==> config.mk <==
export PLATFORM = sky130hd
export DESIGN_NAME = id_ex_stage
export DESIGN_NICKNAME = d
export VERILOG_FILES = /design/src/rtl/id_ex_stage.sv
export SDC_FILE = /design/constraint.sdc
export NUM_CORES = 1
export LEC_CHECK = 0
export ABC_AREA = 1
export ABC_CLOCK_PERIOD_IN_PS = 1700
export CORE_MARGIN = 3
export CORE_UTILIZATION = 40
export CTS_BUF_LIST = sky130_fd_sc_hd__clkbuf_4
export DETAILED_ROUTE_END_ITERATION = 10
export GPL_ROUTABILITY_DRIVEN = 0
export PLACE_DENSITY = 0.84
export SETUP_SLACK_MARGIN = 0.4
export SLEW_MARGIN = 40
export SYNTH_ARGS = -nofsm -noshare
export SYNTH_HDL_FRONTEND = slang
export SYNTH_SLANG_ARGS = --single-unit
==> constraint.sdc <==
create_clock -name clk -period 1.7 [get_ports clk]
set_input_delay 0.34 -clock clk [delete_from_list [all_inputs] [get_ports clk]]
set_output_delay 0.34 -clock clk [all_outputs]
set_load 0.05 [all_outputs]
==> src/rtl/id_ex_stage.sv <==
// Decode/execute pipeline register: decodes one instruction into ALU operands and opcode,
// and holds them behind a valid/ready handshake. Optional macro ID_EX_FWD_EN adds the EX/MEM forward path.
module id_ex_stage #(
    parameter bit ILLEGAL_KILL = 1'b1
) (
    input  logic        clk,
    input  logic        rst_n,
    input  logic        flush,
    input  logic        in_valid,
    output logic        in_ready,
    input  logic [31:0] instr,
    input  logic [31:0] pc,
    input  logic [31:0] rs1_data,
    input  logic [31:0] rs2_data,
`ifdef ID_EX_FWD_EN
    input  logic        fwd_valid,
    input  logic [4:0]  fwd_rd,
    input  logic [31:0] fwd_data,
`endif
    output logic        out_valid,
    input  logic        out_ready,
    output logic [31:0] dataA,
    output logic [31:0] dataB,
    output logic [2:0]  alu_op,
    output logic [1:0]  cmp_sel,
    output logic [2:0]  funct3,
    output logic [4:0]  rd,
    output logic        reg_write,
    output logic        illegal
);
    localparam logic [6:0] OPC_OP = 7'b0110011, OPC_IMM = 7'b0010011, OPC_LUI = 7'b0110111,
                           OPC_AUIPC = 7'b0010111, OPC_JAL = 7'b1101111, OPC_JALR = 7'b1100111,
                           OPC_LOAD = 7'b0000011, OPC_STORE = 7'b0100011, OPC_BRANCH = 7'b1100011;
    localparam logic [2:0] ALU_ADD = 3'b000, ALU_SUB = 3'b001, ALU_OR = 3'b010, ALU_XOR = 3'b011,
                           ALU_AND = 3'b100, ALU_SRA = 3'b101, ALU_SRL = 3'b110, ALU_SLL = 3'b111;

    logic [6:0]  opcode, funct7;
    logic [2:0]  f3;
    logic [4:0]  rd_f, rs1_f, rs2_f;
    logic [31:0] imm_i, imm_s, imm_u, src1, src2, b_full;
    logic [4:0]  shamt;
    logic [31:0] d_a, d_b;
    logic [2:0]  d_op;
    logic [1:0]  d_cmp;
    logic        d_wr, d_ill, d_arith, d_alt, capture;

    assign opcode = instr[6:0];
    assign rd_f   = instr[11:7];
    assign f3     = instr[14:12];
    assign rs1_f  = instr[19:15];
    assign rs2_f  = instr[24:20];
    assign funct7 = instr[31:25];
    assign imm_i  = {{20{instr[31]}}, instr[31:20]};
    assign imm_s  = {{20{instr[31]}}, instr[31:25], instr[11:7]};
    assign imm_u  = {instr[31:12], 12'h000};

`ifdef ID_EX_FWD_EN
    assign src1 = (fwd_valid && fwd_rd != 5'd0 && fwd_rd == rs1_f) ? fwd_data : rs1_data;
    assign src2 = (fwd_valid && fwd_rd != 5'd0 && fwd_rd == rs2_f) ? fwd_data : rs2_data;
`else
    assign src1 = rs1_data;
    assign src2 = rs2_data;
`endif

    // OP and OP-IMM share the funct3 decode; they differ in B source, shift amount and bit30 use
    assign b_full = (opcode == OPC_OP) ? src2 : imm_i;
    assign shamt  = (opcode == OPC_OP) ? src2[4:0] : rs2_f;
    assign d_alt  = instr[30] && ((opcode == OPC_OP) || (f3 == 3'b101));

    always_comb begin
        d_a     = '0;
        d_b     = '0;
        d_op    = ALU_ADD;
        d_cmp   = 2'b00;
        d_wr    = 1'b0;
        d_ill   = 1'b0;
        d_arith = 1'b0;
        case (opcode)
            OPC_OP:     if (funct7 == 7'b0000000 || funct7 == 7'b0100000) d_arith = 1'b1;
                        else d_ill = 1'b1;
            OPC_IMM:    d_arith = 1'b1;
            OPC_LUI:    begin d_b = imm_u; d_wr = 1'b1; end
            OPC_AUIPC:  begin d_a = pc; d_b = imm_u; d_wr = 1'b1; end
            OPC_JAL,
            OPC_JALR:   begin d_a = pc; d_b = 32'd4; d_wr = 1'b1; end
            OPC_LOAD:   begin d_a = src1; d_b = imm_i; d_wr = 1'b1; end
            OPC_STORE:  begin d_a = src1; d_b = imm_s; end
            OPC_BRANCH: begin d_a = src1; d_b = src2; d_op = ALU_SUB; d_cmp = 2'b11; end
            default:    d_ill = 1'b1;
        endcase
        if (d_arith) begin
            d_a  = src1;
            d_b  = b_full;
            d_wr = 1'b1;
            case (f3)
                3'b000: d_op = d_alt ? ALU_SUB : ALU_ADD;
                3'b001: begin d_op = ALU_SLL; d_b = {27'b0, shamt}; end
                3'b010: begin d_op = ALU_SUB; d_cmp = 2'b01; end
                3'b011: begin d_op = ALU_SUB; d_cmp = 2'b10; end
                3'b100: d_op = ALU_XOR;
                3'b101: begin d_op = d_alt ? ALU_SRA : ALU_SRL; d_b = {27'b0, shamt}; end
                3'b110: d_op = ALU_OR;
                default: d_op = ALU_AND;
            endcase
        end
        if (rd_f == 5'd0) d_wr = 1'b0;
    end

    assign in_ready = !out_valid || out_ready;
    assign capture  = in_valid && in_ready && !flush;

    always_ff @(posedge clk or negedge rst_n) begin
        if (!rst_n) begin
            out_valid <= 1'b0;
            dataA     <= '0;
            dataB     <= '0;
            alu_op    <= ALU_ADD;
            cmp_sel   <= 2'b00;
            funct3    <= '0;
            rd        <= '0;
            reg_write <= 1'b0;
            illegal   <= 1'b0;
        end else if (flush) begin
            out_valid <= 1'b0;
            illegal   <= 1'b0;
        end else if (capture) begin
            out_valid <= ILLEGAL_KILL ? !d_ill : 1'b1;
            dataA     <= d_a;
            dataB     <= d_b;
            alu_op    <= d_op;
            cmp_sel   <= d_cmp;
            funct3    <= f3;
            rd        <= rd_f;
            reg_write <= d_wr;
            illegal   <= d_ill;
        end else if (out_valid && out_ready) begin
            out_valid <= 1'b0;
        end
    end
endmodule

==> results_dict.tcl <==
set metrics [dict create \
    core_region_area_um2 12100 \
    clkSlewWorstSetupHoldPaths_ns 0.15 \
    setup-violations-final 1 \
    drt_first_iter_violations 806 \
    drv_cap 0 \
    combPwrFrac 0.421 \
    syn_to_final_growth_pct 102 \
    diodes 0 \
    dp_cells 1123 \
    arrival_ns 2.10 \
    max_freq_mhz 570 \
    drc_errors 0 \
    cts-buffers-inserted 9 \
    rows 40 \
    detailedPlace.worstSlack_ns -0.344 \
    die_h_um 118 \
    nFillCells 682 \
    numPortBuffers 213 \
    synth-warning-count 0 \
    wl_per_cell_um 21.0 \
    synth_fp_nets 857 \
    ir_drop_mv 0.284 \
    postRouteAntennaNets 0 \
    crit_buf_inv 3 \
    crit_required_ns 2.04 \
    vias 7002 \
    synthCells 724 \
    cp-end-kind "flip-flop" \
    layout-drive-gt1-share 0.405 \
    period_share 1.03 \
    cts.root.buffer_cell "clkbuf_4" \
    leakagePower_uw 0.00532 \
    synth_seq_cells 80 \
    h-tree-depth 3 \
    dieArea_um2 13900 \
    rsz0062_at_grt "true" \
    cp-start-kind "flip-flop" \
    p_int_uw 3690 \
    seq_power_share 0.373 \
    start_util 0.413 \
    dr.pass1.iters 5 \
    grt_pass1_vias 6544 \
    die_w_um 118 \
    synth_top_area_frac 0.400 \
    cp_slowest_cell "dfrtp_2" \
    switchingPower_uw 2120 \
    worst_pin_slew_ns 0.551 \
    wl_mm 26.3 \
    path_depth 7 \
    cp_top_family "flip-flops" \
    drv_slew 0 \
    status "finished, violations left" \
    fin_crit_ns 1.76 \
    antenna_found_initial 0 \
    pwr-share-clk 0.206 \
    grt_use_total 0.313 \
    fin_cells 1250 \
    fin_skew_ns 0.0212 \
    slowest_delay_ns 0.49 \
    syn_avg_cell_area_um2 6.91 \
    viasPerCell 5.60 \
    synth_top_area_cell "dfrtp_1" \
    syn-cell-area_um2 5000 \
    yosys-top-cells-area "dfrtp_1 (40%), nand2_1 (18%), nand3_1 (7.8%)" \
    clockBufferDepth 2 \
    reg2reg_to "dataA[24]" \
    grt_pass1_wl_mm 34.9 \
    final_nets 1210 \
    reg2reg_depth 7 \
    critPathKind "flip-flop to flip-flop" \
    ioPinCount 214 \
    finalHoldViolCount 0 \
    violations "negative setup slack" \
    slew_headroom 0.632 \
    grt_overflow 0 \
    clock_latency_ns 0.47 \
    yosysSeqAreaShare 0.400 \
    tritoncts "yes" \
    worst_slack_ns -0.0558 \
    clock_sinks 80 \
    power.total_uw 5810 \
    cp_max_fo 5 \
    switching_share 0.365 \
    rrSetupSlack_ns -0.06 \
    worstPathCellList "nand2_8 -> buf_6 -> nand3_4 -> buf_12 -> buf_4 -> a21oi_1 -> a21boi_1" \
    yosys.cell_types.count 28 \
    regToRegStartpoint "out_valid" \
    hold_class "primary input to async pin" \
    dp_hpwl_mm 13.6 \
    power.density_nw_per_um2 575 \
    grt_max_degree 36 \
]
-- cell type report --
class,count,area [um^2],share of cell area
flip-flops and latches,80,2010,0.199
repair buffers,389,4320,0.428
inverters,46,180,0.0178
well taps,168,210,0.0208
multi-input cells,551,3250,0.322
clock inverters,6,60.1,0.00594
clock buffers,10,75.1,0.00743
-- what timing repair did --
item | CTS | global route
pin swaps | 11 | 33
resized for setup | 145 | 151
setup endpoints to repair | 156 | 161
hold buffers | 1 | 0
buffers inserted | 47 | 42
hold endpoints to repair | 27 | 0
gates cloned | 17 | 4
-- flip-flops by register name, summed over array words and instances (netlist names) --
signal     flops
cmp_sel        2
out_valid      1
dataB         32
dataA         32
illegal        1
rd             5
funct3         3
reg_write      1
alu_op         3
-- power groups by stage --
stage,registers (uW),clock network (uW),logic [uW]
after floorplan,2640,0,431
after global placement,2150,0,1710
after detailed placement,2160,0,1740
after CTS,2140,1180,2100
after global routing,2180,1290,2530
final,2170,1200,2450
-- per-layer routing --
metal  vias to the layer above  part of all wire  track usage
li1                       3054                 -            -
met4                         0             0.058        0.138
met3                       133             0.091       0.0740
met1                      3288              0.36        0.378
met5                         -                 0            0
met2                       527              0.49        0.531
-- cells in the mapped netlist (all sizes together) --
cell type	number
o21ai	41
or2	32
nand4	15
nor2	53
buf	33
clkbuf	14
nand3	81
dfrtp	80
a31oi	1
nor3	8
o211ai	1
nand3b	1
a21oi	35
a21boi	32
a22o	1
nand2	250
inv	46
-- layout by cell type (no fill, tap or decap), types with 6 or more instances in the layout --
cell	instances
a21boi_1	26
a21oi_1	29
buf_12	24
buf_16	13
buf_4	120
buf_6	88
clkbuf_4	10
clkdlybuf4s50_1	122
dfrtp_1	76
inv_1	39
inv_2	6
nand2_1	179
nand2_2	35
nand2_4	34
nand3_1	58
nand3_2	21
nand4_1	15
nor2_1	47
nor3_1	7
o21ai_0	26
o21ai_1	7
o21ai_2	8
or2_2	18
or2_4	14
-- metrics by stage --
| stage | setup TNS, ns | cell area [um^2] | hold slack [ns] | util |
|---|---|---|---|---|
| final | -0.0558 | 10100 | 0.350 | 0.834 |
| after global routing | -0.0750 | 10100 | 0.357 | 0.834 |
| after CTS | 0 | 9130 | 0.352 | 0.754 |
| after detailed placement | -21.10 | 7660 | 0.302 | 0.632 |
| after global placement | -17.83 | 7660 | 0.307 | 0.632 |
| after floorplan | 0 | 5160 | 0.0444 | - |
-- worst register-to-register path, stage by stage, from the launching register on --
cell and delay, ns:
dfrtp_2 0.49, nand2_8 0.08, buf_6 0.10, nand3_4 0.16, buf_12 0.21, buf_4 0.15, a21oi_1 0.27, a21boi_1 0.18
-- cell families after synthesis --
group / share of synthesized area
AND/OR/NAND/NOR: 0.388
AO/OA/AOI/OAI: 0.129
buffers and inverters: 0.0830
flip-flops: 0.400
-- worst max path at each step --
stage,start,to,slack [ns]
final,out_valid,dataA[24],-0.06
after global routing,out_valid,dataA[24],-0.07
after CTS,out_valid,in_ready,0.1
after detailed placement,instr[2],dataB[28],-0.34
after global placement,instr[3],dataB[12],-0.29
after floorplan,out_valid,dataA[25],0.09
No activity file was read; power rests on OpenSTA's default activity.
